[src/rtl/retro1_pad_pkg.sv]
// Shared types and constants for the Retro-1 serial pad poller.
package retro1_pad_pkg;

  localparam int PAD_BITS_DEFAULT = 16;

  // Button positions in the parallel word (serial bit order of the pad)
  localparam int B      = 0;
  localparam int Y      = 1;
  localparam int SELECT = 2;
  localparam int START  = 3;
  localparam int UP     = 4;
  localparam int DOWN   = 5;
  localparam int LEFT   = 6;
  localparam int RIGHT  = 7;
  localparam int A      = 8;
  localparam int X      = 9;
  localparam int L      = 10;
  localparam int R      = 11;

  typedef enum logic [2:0] {
    ST_IDLE     = 3'd0,
    ST_LATCH    = 3'd1,
    ST_SHIFT_HI = 3'd2,
    ST_SHIFT_LO = 3'd3,
    ST_DONE     = 3'd4
  } pad_state_e;

endpackage

[src/rtl/retro1_sync2.sv]
// Generic two-flop synchroniser; resets to the idle level of the line.
module retro1_sync2 #(
  parameter logic RESET_VAL = 1'b1
) (
  input  logic clk,
  input  logic rst,
  input  logic d,
  output logic q
);

  logic meta;

  // Two-stage capture of an asynchronous input
  always_ff @(posedge clk or posedge rst) begin
    if (rst) begin
      meta <= RESET_VAL;
      q    <= RESET_VAL;
    end else begin
      meta <= d;
      q    <= meta;
    end
  end

endmodule

[src/rtl/retro1_pad_poller.sv]
// SNES-style serial pad poller: latch, clock out POLL_BITS bits, present them
// as an active-high button word with a one-cycle Valid strobe.
module retro1_pad_poller
  import retro1_pad_pkg::*;
#(
  parameter int CLK_DIV     = 4,
  parameter int LATCH_TICKS = 2,
  parameter int POLL_BITS   = PAD_BITS_DEFAULT
) (
  input  logic                 Clk,
  input  logic                 Reset,
  input  logic                 Pause,
  input  logic                 Poll,
  input  logic                 PadData,
  output logic                 PadLatch,
  output logic                 PadClk,
  output logic [POLL_BITS-1:0] Buttons,
  output logic                 Valid,
  output logic                 Busy
);

  localparam int DW = $clog2(CLK_DIV);
  localparam int BW = $clog2(POLL_BITS);
  localparam int LW = (LATCH_TICKS > 1) ? $clog2(LATCH_TICKS) : 1;

  pad_state_e           state, state_nxt;
  logic [DW-1:0]        div;
  logic [BW-1:0]        bit_cnt;
  logic [LW-1:0]        lat_cnt;
  logic [POLL_BITS-1:0] shreg;
  logic                 pad_sync;
  logic                 div_last, bit_last, lat_last, accept;

  retro1_sync2 #(.RESET_VAL(1'b1)) u_sync (
    .clk (Clk),
    .rst (Reset),
    .d   (PadData),
    .q   (pad_sync)
  );

  assign div_last = (div == DW'(CLK_DIV - 1));
  assign bit_last = (bit_cnt == BW'(POLL_BITS - 1));
  assign lat_last = (lat_cnt == LW'(LATCH_TICKS - 1));
  // DONE is not busy, so a poll there starts the next one back-to-back
  assign accept   = ((state == ST_IDLE) || (state == ST_DONE)) && Poll && !Pause;

  // Next-state decode; every timed state ends on the last divider cycle
  always_comb begin
    state_nxt = state;
    unique case (state)
      ST_IDLE, ST_DONE: state_nxt = accept ? ST_LATCH : ST_IDLE;
      ST_LATCH:         if (div_last && lat_last) state_nxt = ST_SHIFT_HI;
      ST_SHIFT_HI:      if (div_last) state_nxt = ST_SHIFT_LO;
      ST_SHIFT_LO:      if (div_last) state_nxt = bit_last ? ST_DONE : ST_SHIFT_HI;
      default:          state_nxt = ST_IDLE;
    endcase
  end

  // State, divider, bit/latch counters and the deserialising shift register
  always_ff @(posedge Clk or posedge Reset) begin
    if (Reset) begin
      state   <= ST_IDLE;
      div     <= '0;
      bit_cnt <= '0;
      lat_cnt <= '0;
      shreg   <= '0;
    end else begin
      state <= state_nxt;
      if (accept) begin
        div     <= '0;
        bit_cnt <= '0;
        lat_cnt <= '0;
        shreg   <= '0;
      end else if (state == ST_LATCH || state == ST_SHIFT_HI || state == ST_SHIFT_LO) begin
        div <= div_last ? '0 : div + DW'(1);
        if (state == ST_LATCH && div_last)
          lat_cnt <= lat_last ? '0 : lat_cnt + LW'(1);
        // Bits arrive LSB first: shifting in at the top leaves bit 0 at the bottom
        if (state == ST_SHIFT_HI && div_last)
          shreg <= {~pad_sync, shreg[POLL_BITS-1:1]};
        if (state == ST_SHIFT_LO && div_last && !bit_last)
          bit_cnt <= bit_cnt + BW'(1);
      end
    end
  end

  // Outputs are registered from the next state so they align with it
  always_ff @(posedge Clk or posedge Reset) begin
    if (Reset) begin
      PadLatch <= 1'b0;
      PadClk   <= 1'b1;
      Busy     <= 1'b0;
      Valid    <= 1'b0;
      Buttons  <= '0;
    end else begin
      PadLatch <= (state_nxt == ST_LATCH);
      PadClk   <= (state_nxt != ST_SHIFT_LO);
      Busy     <= (state_nxt == ST_LATCH) || (state_nxt == ST_SHIFT_HI) ||
                  (state_nxt == ST_SHIFT_LO);
      Valid    <= (state_nxt == ST_DONE);
      if (state_nxt == ST_DONE) Buttons <= shreg;
    end
  end

endmodule

[config.mk]
export PLATFORM = sky130hd
export DESIGN_NAME = retro1_pad_poller
export DESIGN_NICKNAME = d
export VERILOG_FILES = /design/src/rtl/retro1_pad_pkg.sv /design/src/rtl/retro1_sync2.sv /design/src/rtl/retro1_pad_poller.sv
export SDC_FILE = /design/constraint.sdc
export NUM_CORES = 1
export LEC_CHECK = 0
export CAP_MARGIN = 20
export CORE_MARGIN = 1
export CORE_UTILIZATION = 54
export CTS_BUF_LIST = sky130_fd_sc_hd__clkbuf_8 sky130_fd_sc_hd__clkbuf_16
export DETAILED_ROUTE_END_ITERATION = 16
export PLACE_DENSITY = 0.78
export SETUP_SLACK_MARGIN = 0.4
export SLEW_MARGIN = 40
export SYNTH_ARGS = -nofsm -noshare
export SYNTH_HDL_FRONTEND = slang
export SYNTH_HIERARCHICAL = 1
export SYNTH_SLANG_ARGS = --single-unit
[constraint.sdc]
create_clock -name Clk -period 1.9 [get_ports Clk]
set_input_delay 0.38 -clock Clk [delete_from_list [all_inputs] [get_ports Clk]]
set_output_delay 0.38 -clock Clk [all_outputs]
set_load 0.05 [all_outputs]
==> run summary <==
The final hold slack is 0.361 ns. The highest metal layer carrying signal wires in the routed design is met4. The share of the synthesized area in the top cell type came out at approximately three fifths.

The final weighted congestion in routability-driven placement is slightly above 0.8. Across every metal layer, demand over resource in global routing totals ~22%. The pin slew with the least headroom to its limit came out at around 0.41 ns. The initial cell density of the core came out at 57.1%. The first detailed-routing pass ran for 4 iterations.

After the first detailed-routing iteration, the DRC count stood at 70. The clock period minus final worst setup slack is 1.56 ns. Dividing the detail-routed via count by the number of cells gives 5.73. The startpoint identified for the worst hold timing path is u_sync/meta. The total clock buffers created by CTS is 5. Counting distinct cell types in the post-synthesis netlist gives 39. The worst setup path is launched from a flop. The area inside the core boundary came out at between 3000 and 4000 µm². The arrival time reported for the critical path endpoint is 1.74 ns. The final-layout setup total negative slack is 0 ns. The final layout contains between 150 and 200 nets. The number of global-route vias before repair is between 1000 and 1500. The total die area came out at 3830 µm². The number of top-level design ports is 25.

The peak supply drop is 0.000763 V. The synthesized design contains 0 enable-type register cells. The number of antenna violations at the first check in global routing is 0. Together, buffers and inverters on the worst path number 1.

The final layout contains routed wiring with a total length of slightly below 4 mm. For this design the static power due to leakage is roughly 0.0012 µW. The start-to-end type of the worst setup path is reg2reg.

The total congestion overflow after global routing is 0. The total power per unit cell area is between 1000 and 1500 nW/µm². Traced cell by cell, the critical path runs through ha_2 -> and4_4 -> nand4_4 -> buf_12 -> mux2_1. The startpoint identified for the worst register-to-register timing path is div[1]. The cell sitting at the root of the clock tree is a sky130_fd_sc_hd__clkbuf_8. The worst clock skew on the final layout is between 0.01 and 0.015 ns.

The most used flip-flop cell after synthesis is sky130_fd_sc_hd__dfrtp_1. The deepest clock path buffer count is 2. The worst slew slack as a fraction of its limit is roughly 73%. In the final routed layout, each cell accounts on average for roughly 17 µm. The cell taking the most area after synthesis is sky130_fd_sc_hd__dfrtp_1. The number of cell rows came out at 21. The count of buffers from port buffering came out at 24. The worst-skew pair later-pin latency is slightly above 0.3 ns.

The routed length on met3 came out at 147 µm. In this run the horizontal extent of the chip is approximately 62 µm. The post-synthesis sequential element count is 48. In this run the worst setup path begins at div[1]. The average size of a mapped cell is ~13 µm². The run finished with clean final reports. The post-place setup slack is between 0.07 and 0.08 ns. The post-route total power came out at about 3000 µW. Across all layers, the routed design uses roughly 1300 vias.

The required time at the endpoint of the critical path is between 2 and 2.5 ns. On the worst path, the slowest cell contributes a delay of about 0.42 ns. The worst hold path passes through 0 cells. Setup repair after global routing could not meet its margin everywhere. The sequential fraction of the synthesis area came out at 62.2%. The fraction of registers with async set or reset after synthesis came out at 100%. The portion of the clock cycle consumed by the worst path in the final layout is 82.0%.

The number of setup violations in the final report came out at 0. The final routed DRC violation total is 0. The min-delay analysis places its worst path in the category reg2reg. The worst path meets setup with 0.342 ns of slack.

The number of H-tree levels came out at 2. The height of the die is a little over 60 µm. The worst setup path is captured at a flop. For this run, the number of Yosys warnings is 6. The number of hold-slack violations in the final timing report came out at 0. The pin count of the biggest net entering global routing came out at 47. The CTS tree is yes. The number of hold buffers added after cts came out at 0.

The met2 routed wirelength is ~2.0 mm. The count of nets left with antenna violations after detail routing is 0. For this block, wires on met1 add up to 1.65 mm. The wire length of the first global-routing pass is about 5.8 mm.

The sink count of the clock tree is 48. The highest achievable clock rate came out at 642 MHz. The wire-length estimate of the detail-placed layout is 2.35 mm.

Yosys attributes the largest share of cell area to sky130_fd_sc_hd__dfrtp_1, sky130_fd_sc_hd__mux2_1, sky130_fd_sc_hd__a22o_1, sky130_fd_sc_hd__dfstp_2, sky130_fd_sc_hd__mux2_2. The count of inserted antenna diode cells is 0. The top cell family by delay on the critical path is flip-flops. In this run the worst path has a maximum fanout of 12. The critical path crosses 5 cells after its start point. The max-capacitance violation count came out at 0. The number of pins exceeding their max-slew limit in the final report is 0. The leading cell type by number of instances after synthesis is sky130_fd_sc_hd__dfrtp_1. Counting every net in the synthesized netlist gives 154. The layout has a little under 200 filler cells.

The slowest stage of the critical path belongs to the cell sky130_fd_sc_hd__dfrtp_1. The post-synthesis instance total is between 100 and 150. The clock edge transition at the registers on the reported setup and hold paths is ~0.08 ns. The synthesized netlist occupies a cell area of between 1500 and 2000 µm². The commonest cells after synthesis are sky130_fd_sc_hd__dfrtp_1, sky130_fd_sc_hd__nand2_1, sky130_fd_sc_hd__a21oi_1, sky130_fd_sc_hd__a22o_1, sky130_fd_sc_hd__mux2_1. The layout overhead on the synthesized area came out at 30.8%. The cell depth of the worst flop-to-flop path is 5. In the final layout, the share of cells above drive strength 1 is between 30% and 40%.
[sequential cells by signal, indices dropped and copies added, names as in the netlist]
signal,flops
lat_cnt,1
state,3
u_sync/meta,1
Busy,1
Valid,1
bit_cnt,4
u_sync/q,1
shreg,16
PadLatch,1
Buttons,16
PadClk,1
div,2
[per-stage QoR]
step | utilization [%] | cells | instance area [µm²]
floorplan | - | 146 | 1960
CTS | 71.5 | 226 | 2420
finish | 74.7 | 232 | 2530
detailed placement | 66.6 | 214 | 2260
global route | 74.7 | 232 | 2530
global placement | 66.6 | 214 | 2260
[kinds of logic (layout without fill, tap and decap cells)]
kind of cell             count (synthesis)  after routing  synth area share (%)
buffers and inverters                   10             50                  2.58
adder cells (fa/ha/maj)                  3              3                  1.94
AO/OA/AOI/OAI                           31             31                  11.2
XOR/XNOR                                 1              1                 0.453
AND/OR/NAND/NOR                         36             36                  11.7
flip-flops                              48             48                  62.2
multiplexers                            17             17                  9.83
[cell type report]
type | instances | area [µm²] | share of cell area [%]
flip-flops and latches | 48 | 1210 | 47.7
multi-input cells | 88 | 777 | 30.7
repair buffers | 38 | 393 | 15.5
clock buffers | 5 | 68.8 | 2.72
well taps | 46 | 57.6 | 2.27
inverters | 4 | 15.0 | 0.593
clock inverters | 3 | 12.5 | 0.494
[what timing repair did]
action,4_1_cts,5_1_grt
gates cloned,0,1
pin swaps,0,7
setup endpoints to repair,52,37
gates resized for setup,55,16
buffers inserted,4,5
hold endpoints to repair,0,0
[worst reg2reg max path, stage by stage (launching register included)]
cell and delay [ns]:
sky130_fd_sc_hd__dfrtp_1 0.42, sky130_fd_sc_hd__ha_2 0.21, sky130_fd_sc_hd__and4_4 0.23, sky130_fd_sc_hd__nand4_4 0.10, sky130_fd_sc_hd__buf_12 0.17, sky130_fd_sc_hd__mux2_1 0.30
[power breakdown]
group / leakage (µW) / internal, µW / switching (µW)
Clock: 0.0000505 / 248 / 325
Combinational: 0.000522 / 452 / 541
Sequential: 0.000633 / 1240 / 191
Total: 0.00121 / 1940 / 1060
[layer usage]
metal,up-vias,global-route usage (%)
met2,41,34.4
met1,670,28.6
met4,0,10.8
met3,8,6.21
li1,611,-
met5,-,0
[cells in the final DEF (no fill, tap or decap), drive strengths merged, types with 2 or more instances in the layout]
| master | instances |
|---|---|
| clkbuf | 5 |
| clkinv | 2 |
| buf | 18 |
| a22o | 10 |
| ha | 3 |
| a21oi | 10 |
| nand3 | 2 |
| inv | 5 |
| nor4bb | 2 |
| o21ai | 2 |
| or3 | 3 |
| dfrtp | 45 |
| mux2 | 16 |
| clkdlybuf4s50 | 4 |
| clkdlybuf4s15 | 16 |
| and3 | 2 |
| nor2 | 4 |
| nand2 | 14 |
| dfstp | 3 |
[worst paths after layout]
| kind | to | slack [ns] |
|---|---|---|
| max | Buttons[4] | 0.34 |
| min | u_sync/q | 0.36 |
| max reg2reg | Buttons[4] | 0.34 |
| min reg2reg | u_sync/q | 0.36 |
| max in group asynchronous | PadClk | 1.20 |
| min in group asynchronous | u_sync/meta | 0.43 |
No activity file was read; power rests on OpenSTA's default activity.
